<file path="config.mk">
export PLATFORM = sky130hd
export DESIGN_NAME = dataslot_req_arbiter
export DESIGN_NICKNAME = d
export VERILOG_FILES = /design/src/rtl/dataslot_req_arbiter.sv
export SDC_FILE = /design/constraint.sdc
export NUM_CORES = 1
export LEC_CHECK = 0
export BUFFER_PORTS_ARGS = -buffer_cell sky130_fd_sc_hd__buf_4
export CORE_AREA = 2 2 228 230
export DETAILED_ROUTE_END_ITERATION = 8
export DIE_AREA = 0 0 230 232
export PLACE_DENSITY = 0.45
export SLEW_MARGIN = 20
export SYNTH_ARGS = -nofsm -noshare
export SYNTH_HDL_FRONTEND = slang
export SYNTH_SLANG_ARGS = --single-unit
</file>
<file path="constraint.sdc">
create_clock -name clk -period 7.5 [get_ports clk]
set_input_delay 1.875 -clock clk [delete_from_list [all_inputs] [get_ports clk]]
set_output_delay 1.875 -clock clk [all_outputs]
set_load 0.02 [all_outputs]
</file>
<file path="src/rtl/dataslot_req_arbiter.sv">
// Round-robin arbiter sharing the single core-initiated dataslot request channel
// among NUM_REQ requesters; one request is outstanding at a time.
module dataslot_req_arbiter #(
   parameter int unsigned NUM_REQ = 4,
   parameter logic [23:0] TIMEOUT = 24'd12_000_000
) (
   input  logic                  clk,
   input  logic                  reset,
   input  logic [NUM_REQ-1:0]    req_valid,
   input  logic [NUM_REQ-1:0]    req_write,
   input  logic [NUM_REQ*16-1:0] req_slot_id,
   input  logic [NUM_REQ*32-1:0] req_slot_offset,
   input  logic [NUM_REQ*32-1:0] req_bridge_addr,
   input  logic [NUM_REQ*32-1:0] req_length,
   output logic [NUM_REQ-1:0]    req_accept,
   output logic [NUM_REQ-1:0]    req_done,
   output logic [2:0]            req_result,
   output logic                  ds_valid,
   output logic                  ds_write,
   output logic [15:0]           ds_slot_id,
   output logic [31:0]           ds_slot_offset,
   output logic [31:0]           ds_bridge_addr,
   output logic [31:0]           ds_length,
   input  logic                  ds_ack,
   input  logic                  ds_done,
   input  logic [2:0]            ds_result,
   output logic                  busy
);

   localparam int unsigned IdxW = (NUM_REQ > 1) ? $clog2(NUM_REQ) : 1;
   localparam logic [2:0] ResTimeout = 3'd7;

   typedef enum logic [1:0] {StIdle, StIssue, StWait, StRespond} state_e;

   state_e            state_q, state_d;
   logic [IdxW-1:0]   rr_q, rr_d;
   logic [IdxW-1:0]   gnt_q, gnt_d;
   logic [23:0]       cnt_q, cnt_d;
   logic [2:0]        result_q, result_d;
   logic              ds_valid_q, ds_valid_d;
   logic              busy_q, busy_d;
   logic              ds_write_q, ds_write_d;
   logic [15:0]       ds_slot_id_q, ds_slot_id_d;
   logic [31:0]       ds_slot_offset_q, ds_slot_offset_d;
   logic [31:0]       ds_bridge_addr_q, ds_bridge_addr_d;
   logic [31:0]       ds_length_q, ds_length_d;

   logic [15:0]       slot_arr   [NUM_REQ];
   logic [31:0]       offset_arr [NUM_REQ];
   logic [31:0]       bridge_arr [NUM_REQ];
   logic [31:0]       length_arr [NUM_REQ];

   logic              found;
   logic [IdxW-1:0]   pick;
   logic [IdxW-1:0]   cand;
   logic [NUM_REQ-1:0] accept;

   for (genvar gi = 0; gi < NUM_REQ; gi++) begin : g_unpack
      assign slot_arr[gi]   = req_slot_id[16*gi +: 16];
      assign offset_arr[gi] = req_slot_offset[32*gi +: 32];
      assign bridge_arr[gi] = req_bridge_addr[32*gi +: 32];
      assign length_arr[gi] = req_length[32*gi +: 32];
   end

   // First pending requester at or after rr_q, wrapping.
   always_comb begin
      found = 1'b0;
      pick  = '0;
      cand  = '0;
      for (int i = 0; i < NUM_REQ; i++) begin
         cand = IdxW'((int'(rr_q) + i) % NUM_REQ);
         if (!found && req_valid[cand]) begin
            found = 1'b1;
            pick  = cand;
         end
      end
   end

   always_comb begin
      state_d          = state_q;
      rr_d             = rr_q;
      gnt_d            = gnt_q;
      cnt_d            = cnt_q;
      result_d         = result_q;
      ds_write_d       = ds_write_q;
      ds_slot_id_d     = ds_slot_id_q;
      ds_slot_offset_d = ds_slot_offset_q;
      ds_bridge_addr_d = ds_bridge_addr_q;
      ds_length_d      = ds_length_q;
      accept           = '0;

      unique case (state_q)
         StIdle: begin
            if (found) begin
               gnt_d            = pick;
               accept[pick]     = 1'b1;
               ds_write_d       = req_write[pick];
               ds_slot_id_d     = slot_arr[pick];
               ds_slot_offset_d = offset_arr[pick];
               ds_bridge_addr_d = bridge_arr[pick];
               ds_length_d      = length_arr[pick];
               state_d          = StIssue;
            end
         end
         StIssue: begin
            if (ds_ack) begin
               cnt_d = '0;
               if (ds_done) begin
                  result_d = ds_result;
                  state_d  = StRespond;
               end else begin
                  state_d = StWait;
               end
            end
         end
         StWait: begin
            // A completion arriving on the timeout cycle takes priority.
            if (ds_done) begin
               result_d = ds_result;
               state_d  = StRespond;
            end else if ((TIMEOUT != 24'd0) && (cnt_q == TIMEOUT - 24'd1)) begin
               result_d = ResTimeout;
               state_d  = StRespond;
            end else begin
               cnt_d = cnt_q + 24'd1;
            end
         end
         StRespond: begin
            rr_d    = (gnt_q == IdxW'(NUM_REQ - 1)) ? '0 : gnt_q + IdxW'(1);
            state_d = StIdle;
         end
         default: state_d = StIdle;
      endcase

      ds_valid_d = (state_d == StIssue);
      busy_d     = (state_d != StIdle);
   end

   always_ff @(posedge clk or posedge reset) begin
      if (reset) begin
         state_q          <= StIdle;
         rr_q             <= '0;
         gnt_q            <= '0;
         cnt_q            <= '0;
         result_q         <= '0;
         ds_valid_q       <= 1'b0;
         busy_q           <= 1'b0;
         ds_write_q       <= 1'b0;
         ds_slot_id_q     <= '0;
         ds_slot_offset_q <= '0;
         ds_bridge_addr_q <= '0;
         ds_length_q      <= '0;
      end else begin
         state_q          <= state_d;
         rr_q             <= rr_d;
         gnt_q            <= gnt_d;
         cnt_q            <= cnt_d;
         result_q         <= result_d;
         ds_valid_q       <= ds_valid_d;
         busy_q           <= busy_d;
         ds_write_q       <= ds_write_d;
         ds_slot_id_q     <= ds_slot_id_d;
         ds_slot_offset_q <= ds_slot_offset_d;
         ds_bridge_addr_q <= ds_bridge_addr_d;
         ds_length_q      <= ds_length_d;
      end
   end

   always_comb begin
      req_done = '0;
      if (state_q == StRespond) begin
         req_done[gnt_q] = 1'b1;
      end
   end

   // Grant is combinational from req_valid, so mask it while reset is held.
   assign req_accept     = reset ? '0 : accept;
   assign req_result     = (state_q == StRespond) ? result_q : 3'd0;
   assign ds_valid       = ds_valid_q;
   assign ds_write       = ds_write_q;
   assign ds_slot_id     = ds_slot_id_q;
   assign ds_slot_offset = ds_slot_offset_q;
   assign ds_bridge_addr = ds_bridge_addr_q;
   assign ds_length      = ds_length_q;
   assign busy           = busy_q;

endmodule

</file>
Word-level counts from Yosys, hierarchy flattened
Cells that the tools add are included.
{"block": "totals", "register_bits": 148, "inputBits": 463, "out_inout_bits": 126}
{"block": "op_classes", "n_addsub": 5, "order_cmp": 9, "n_eq_ne": 11, "mux": 55, "n_bitwise": 1, "reduce_logical": 14}
{"op": "binary-select mux 32 bit (select 2 bit)", "count": 3}
{"op": "two-way mux 32 bit", "count": 6}
{"op": "two-way mux 24 bit", "count": 3}
{"op": "one-hot mux 24 bit (2 select lines)", "count": 1}
{"op": "binary-select mux 16 bit (select 2 bit)", "count": 1}
{"op": "two-way mux 16 bit", "count": 2}
{"op": "adder 24 x 1 -> 24 bit (second input constant)", "count": 1}
{"op": "== test 24 bit (second input constant)", "count": 1}
{"op": "< comparator 2 x 3 -> 1 bit (second input constant)", "count": 6}
{"op": "two-way mux 2 bit", "count": 9}
{"op": "two-way mux 4 bit", "count": 4}
{"op": "two-way mux 3 bit", "count": 5}
{"op": "two-way mux 1 bit", "count": 12}
{"op": "binary-select mux 1 bit (select 2 bit)", "count": 5}
{"op": "inequality test 2 bit (second input constant)", "count": 4}
{"op": "one-hot mux 2 bit (4 select lines)", "count": 1}
{"op": "AND reduction 4 bit", "count": 2}
{"op": "== test 2 bit (second input constant)", "count": 3}
{"op": "one-hot mux 3 bit (2 select lines)", "count": 1}
{"op": "logical AND 1 bit", "count": 5}
{"op": "adder 2 x 1 -> 2 bit (second input constant)", "count": 2}
{"op": "adder 2 bit (second input constant)", "count": 2}
{"op": "demux 1 bit (select 2 bit)", "count": 2}
{"op": "== test 2 x 1 -> 1 bit (second input constant)", "count": 2}
{"op": "other kinds (8)", "count": 12}

Logic depth before layout (Yosys ltp)
{"block": "depth", "depth_word": 19, "mapped_depth": 8, "depth_no_buf": 6}

Least setup slack after synthesis
Ideal clock, no wire load.
{"block": "synth_path", "path_kind": "input -> output", "from": "input port req_valid[0]", "to": "output port req_accept[2]", "arrival_time_ns": 3.336, "t_required_ns": 5.625, "path_slack_ns": 2.289, "path_stages": 6, "path_cell_list": "a21oi_1 > o21ai_0 > o2bb2a_1 > clkbuf_1 > buf_1 > nor3b_1"}
{"block": "synth_via", "elab_chain_len": 19, "elab_cells_between_ends": 30, "classes_between": "order compare: 2; mux: 21; reduce/logical: 7"}
{"item": "start, declared", "line_no": "9", "source": "input logic [NUM_REQ-1:0] req_valid,"}
{"item": "binary-select mux 1 bit (select 2 bit)", "line_no": "72", "source": "if (!found && req_valid[cand]) begin"}
{"item": "two-way mux 1 bit (not written as such)", "line_no": "72"}
{"item": "two-way mux 1 bit", "line_no": "72"}
{"item": "logical NOT 1 bit", "line_no": "72"}
{"item": "logical AND 1 bit", "line_no": "72"}
{"item": "two-way mux 1 bit", "line_no": "72"}
{"item": "logical NOT 1 bit", "line_no": "72"}
{"item": "logical AND 1 bit", "line_no": "72"}
{"item": "[... 3 more ...]"}
{"item": "two-way mux 2 bit", "line_no": "72"}
{"item": "< comparator 2 x 3 -> 1 bit (not written as such) or greater-or-equal comparator 2 x 1 -> 1 bit (tied branches)", "line_no": "96", "source": "accept[pick] = 1'b1;"}
{"item": "logical AND 1 bit (not written as such)", "line_no": "96"}
{"item": "two-way mux 1 bit (not written as such)", "line_no": "96"}
{"item": "demux 1 bit (select 2 bit)", "line_no": "96"}
{"item": "two-way mux 4 bit *", "line_no": "94", "source": "if (found) begin"}
{"item": "two-way mux 4 bit *", "line_no": "92", "source": "unique case (state_q)"}
{"item": "two-way mux 4 bit *", "line_no": "177", "source": "assign req_accept = reset ? '0 : accept;"}
{"item": "end, declared", "line_no": "15", "source": "output logic [NUM_REQ-1:0] req_accept,"}
Every way passes the cells marked *; elsewhere a longest branch is shown, timed or not. The select of a mux whose other input is x is not followed.

Worst setup path after layout
{"block": "layout_path", "from": "input port req_valid[2]", "to": "output port req_accept[0]"}
The elaborated chain is that of the path after synthesis.

==> results.json <==
{
  "peakVddDrop_v": 0.000148,
  "r2r_start": "rr_q[1]",
  "grt_first_pass_wirelength_mm": 58.2,
  "ys.flop_type": "dfrtp_1",
  "async_flop_share": 1.00,
  "cts.sinks": 148,
  "fin_ws_ns": 1.90,
  "ctsResizeCount": 0,
  "r2r_cells": 8,
  "fin_cells": 2085,
  "num_io_pins": 589,
  "cts_max_level": 4,
  "startpoint": "req_valid[2]",
  "die_w_um": 230,
  "vias_per_cell": 4.34,
  "cp_max_fo": 52,
  "r2r-end": "ds_length[10]",
  "clkTransAtPathRegs_ns": 0.06,
  "tightest_slew_ns": 1.06,
  "layout-drive-gt1-share": 0.456,
  "dp_hpwl_mm": 30.4,
  "ys_ff_latch": 148,
  "setup_viol": 0,
  "hp-class": "register to register",
  "maxSlewViolCount": 0,
  "dp_cells": 2053,
  "report.final.hold_viol_count": 0,
  "worstSetupStartpointType": "primary input",
  "fmax_ghz": 0.179,
  "critPathCapture": "req_accept[0]",
  "yosysTopAreaCellShare": 0.419,
  "rsz0062_at_grt": "false",
  "syn-num-nets": 1317,
  "grt_remaining_overflow": 0,
  "synth_common_cells": "mux2i_1 (230), dfrtp_1 (148), nand2_1 (133), o221ai_1 (113), buf_2 (38)",
  "gp_routability_congestion": 0.815,
  "die_area_um2": 53400,
  "cp-end-kind": "output port",
  "core_area_um2": 50900,
  "post_cts_buffers": 0,
  "synth.most_common_cell": "mux2i_1",
  "drc": 0,
  "cp.required_ns": 5.62,
  "grtUsageTotal": 0.146,
  "final.setup.tns_ns": 0,
  "rrSetupSlack_ns": 4.27,
  "skew_ns": 0.00694,
  "status": "finished, final reports clean",
  "seqCellArea_um2": 3700,
  "multi_input_area_um2": 4800,
  "maxSlewHeadroom": 0.296,
  "timing.final.crit_share": 0.747,
  "syn-instance-count": 849,
  "cts_tree": "done",
  "grt_pass1_vias": 9219,
  "synth_area_um2": 8840,
  "yosys_warnings": 0,
  "numPortBuffers": 588,
  "final_nets": 1861,
  "insertion_delay_ns": 0.47,
  "crit_type": "primary input to output port",
  "synth_edf_count": 0,
  "row_count": 83,
  "syn2layout_area_growth_pct": 64.0,
  "ys_seq_area_frac": 0.419,
  "vias": 9057,
  "grt_start_max_net_pins": 120,
  "fill_cells": 5462,
  "arrival_ns": 3.73,
  "clock_path_buffers": 2,
  "initial_utilization": 0.174,
  "diodes": 0,
  "maxCapViolCount": 0,
  "cellLeakagePower_nw": 7.17,
  "netlist.top_cell.by_area": "dfrtp_1",
  "synthTopCellsByArea": "dfrtp_1 (42%), mux2i_1 (26%), o221ai_1 (11%)",
  "place_ws_ns": 1.82,
  "die_h_um": 232,
  "drtIter0Drc": 311,
  "finalCriticalPeriod_ns": 5.60,
  "wirelength_mm": 40.2,
  "p_per_area_nw_per_um2": 339,
  "synth.avg_cell_area_um2": 10.4,
  "wire_per_inst_um": 19.3,
  "root_buffer": "clkbuf_16",
  "first_pass_iters": 4,
  "cts_buffers": 17,
  "synth_cell_type_count": 52,
  "ctsHoldBuffers": 0,
  "drtAntennaViolNets": 0,
  "antenna_found_initial": 3
}
[cells in the final DEF (no fill, tap or decap), drive strengths merged, types with 2 or more instances in the layout]
| master | n |
|---|---|
| nor4 | 3 |
| xor2 | 13 |
| buf | 598 |
| xnor2 | 2 |
| nand4 | 9 |
| clkbuf | 23 |
| o21ai | 8 |
| nor2b | 2 |
| inv | 8 |
| a21oi | 9 |
| o31ai | 2 |
| o2111ai | 3 |
| o211ai | 4 |
| clkinv | 5 |
| ha | 5 |
| dfrtp | 148 |
| nor3b | 2 |
| o221ai | 113 |
| nand2b | 2 |
| and3 | 11 |
| a211oi | 2 |
| nor2 | 23 |
| mux2i | 230 |
| bufinv | 2 |
| and2 | 6 |
| nand2 | 133 |
| or4 | 5 |
| nand3 | 13 |
| nor3 | 4 |
[worst max-delay path, stage by stage]
cell and delay, ns:
buf_4 0.12, or4_1 0.63, and2_1 0.28, nand2b_4 0.52, nor3_1 0.11, buf_4 0.19
[where the power goes]
part | internal [W] | total (W) | leakage, nW | switching [W]
sequential | 0.00114 | 0.00137 | 1.86 | 0.000228
combinational | 0.00115 | 0.00265 | 5.02 | 0.00150
clock | 0.000522 | 0.000899 | 0.289 | 0.000377
[state kept, by name (all words and copies together), names as in the netlist]
name,cells
ds_length,32
busy,1
ds_slot_offset,32
state_q,2
gnt_q,2
cnt_q,24
rr_q,2
ds_slot_id,16
ds_write,1
result_q,3
ds_bridge_addr,32
ds_valid,1
[final cells by class]
type,count,share of cell area
clock buffer,23,0.0337
clock inverter,8,0.00690
inverter,8,0.00242
multi-input combinational,620,0.331
sequential,148,0.255
tap,680,0.0587
timing repair buffer,598,0.312
[per-stage QoR]
| step | hold WS (ns) | instance area (um2) | total power [W] | utilization |
|---|---|---|---|---|
| after global routing | 0.505 | 14500 | 0.00525 | 0.285 |
| after CTS | 0.492 | 14500 | 0.00501 | 0.284 |
| after detailed placement | 0.474 | 13900 | 0.00408 | 0.273 |
| final | 0.485 | 14500 | 0.00492 | 0.285 |
| after floorplan | 0.461 | 8840 | 0.00295 | - |
| after global placement | 0.469 | 13900 | 0.00406 | 0.273 |
[layer usage]
metal / global-route usage / vias up / part of all wire
met1: 0.163 / 4346 / 0.38
li1: - / 4298 / -
met2: 0.261 / 374 / 0.53
met5: 0 / - / 0.00027
met3: 0.0478 / 37 / 0.077
met4: 0.0440 / 2 / 0.015
[cells by family after synthesis]
kind of cell | synth area share
XOR/XNOR | 0.0149
AO/OA/AOI/OAI | 0.139
AND/OR/NAND/NOR | 0.117
multiplexers | 0.262
flip-flops | 0.419
buffers and inverters | 0.0419
adder cells (fa/ha/maj) | 0.00708
[how the worst min path moves through the flow]
stage / to / cells after the start / start / slack, ns
4_1_cts: ds_slot_offset[24] / 2 / ds_slot_offset[24] / 0.49
6_report: ds_slot_offset[24] / 2 / ds_slot_offset[24] / 0.48
3_5_place_dp: ds_length[27] / 2 / ds_length[27] / 0.47
2_1_floorplan: result_q[0] / 2 / result_q[0] / 0.46
5_1_grt: ds_length[23] / 2 / ds_length[23] / 0.50
3_3_place_gp: ds_slot_offset[30] / 2 / ds_slot_offset[30] / 0.47
No activity file was read; power rests on OpenSTA's default activity.
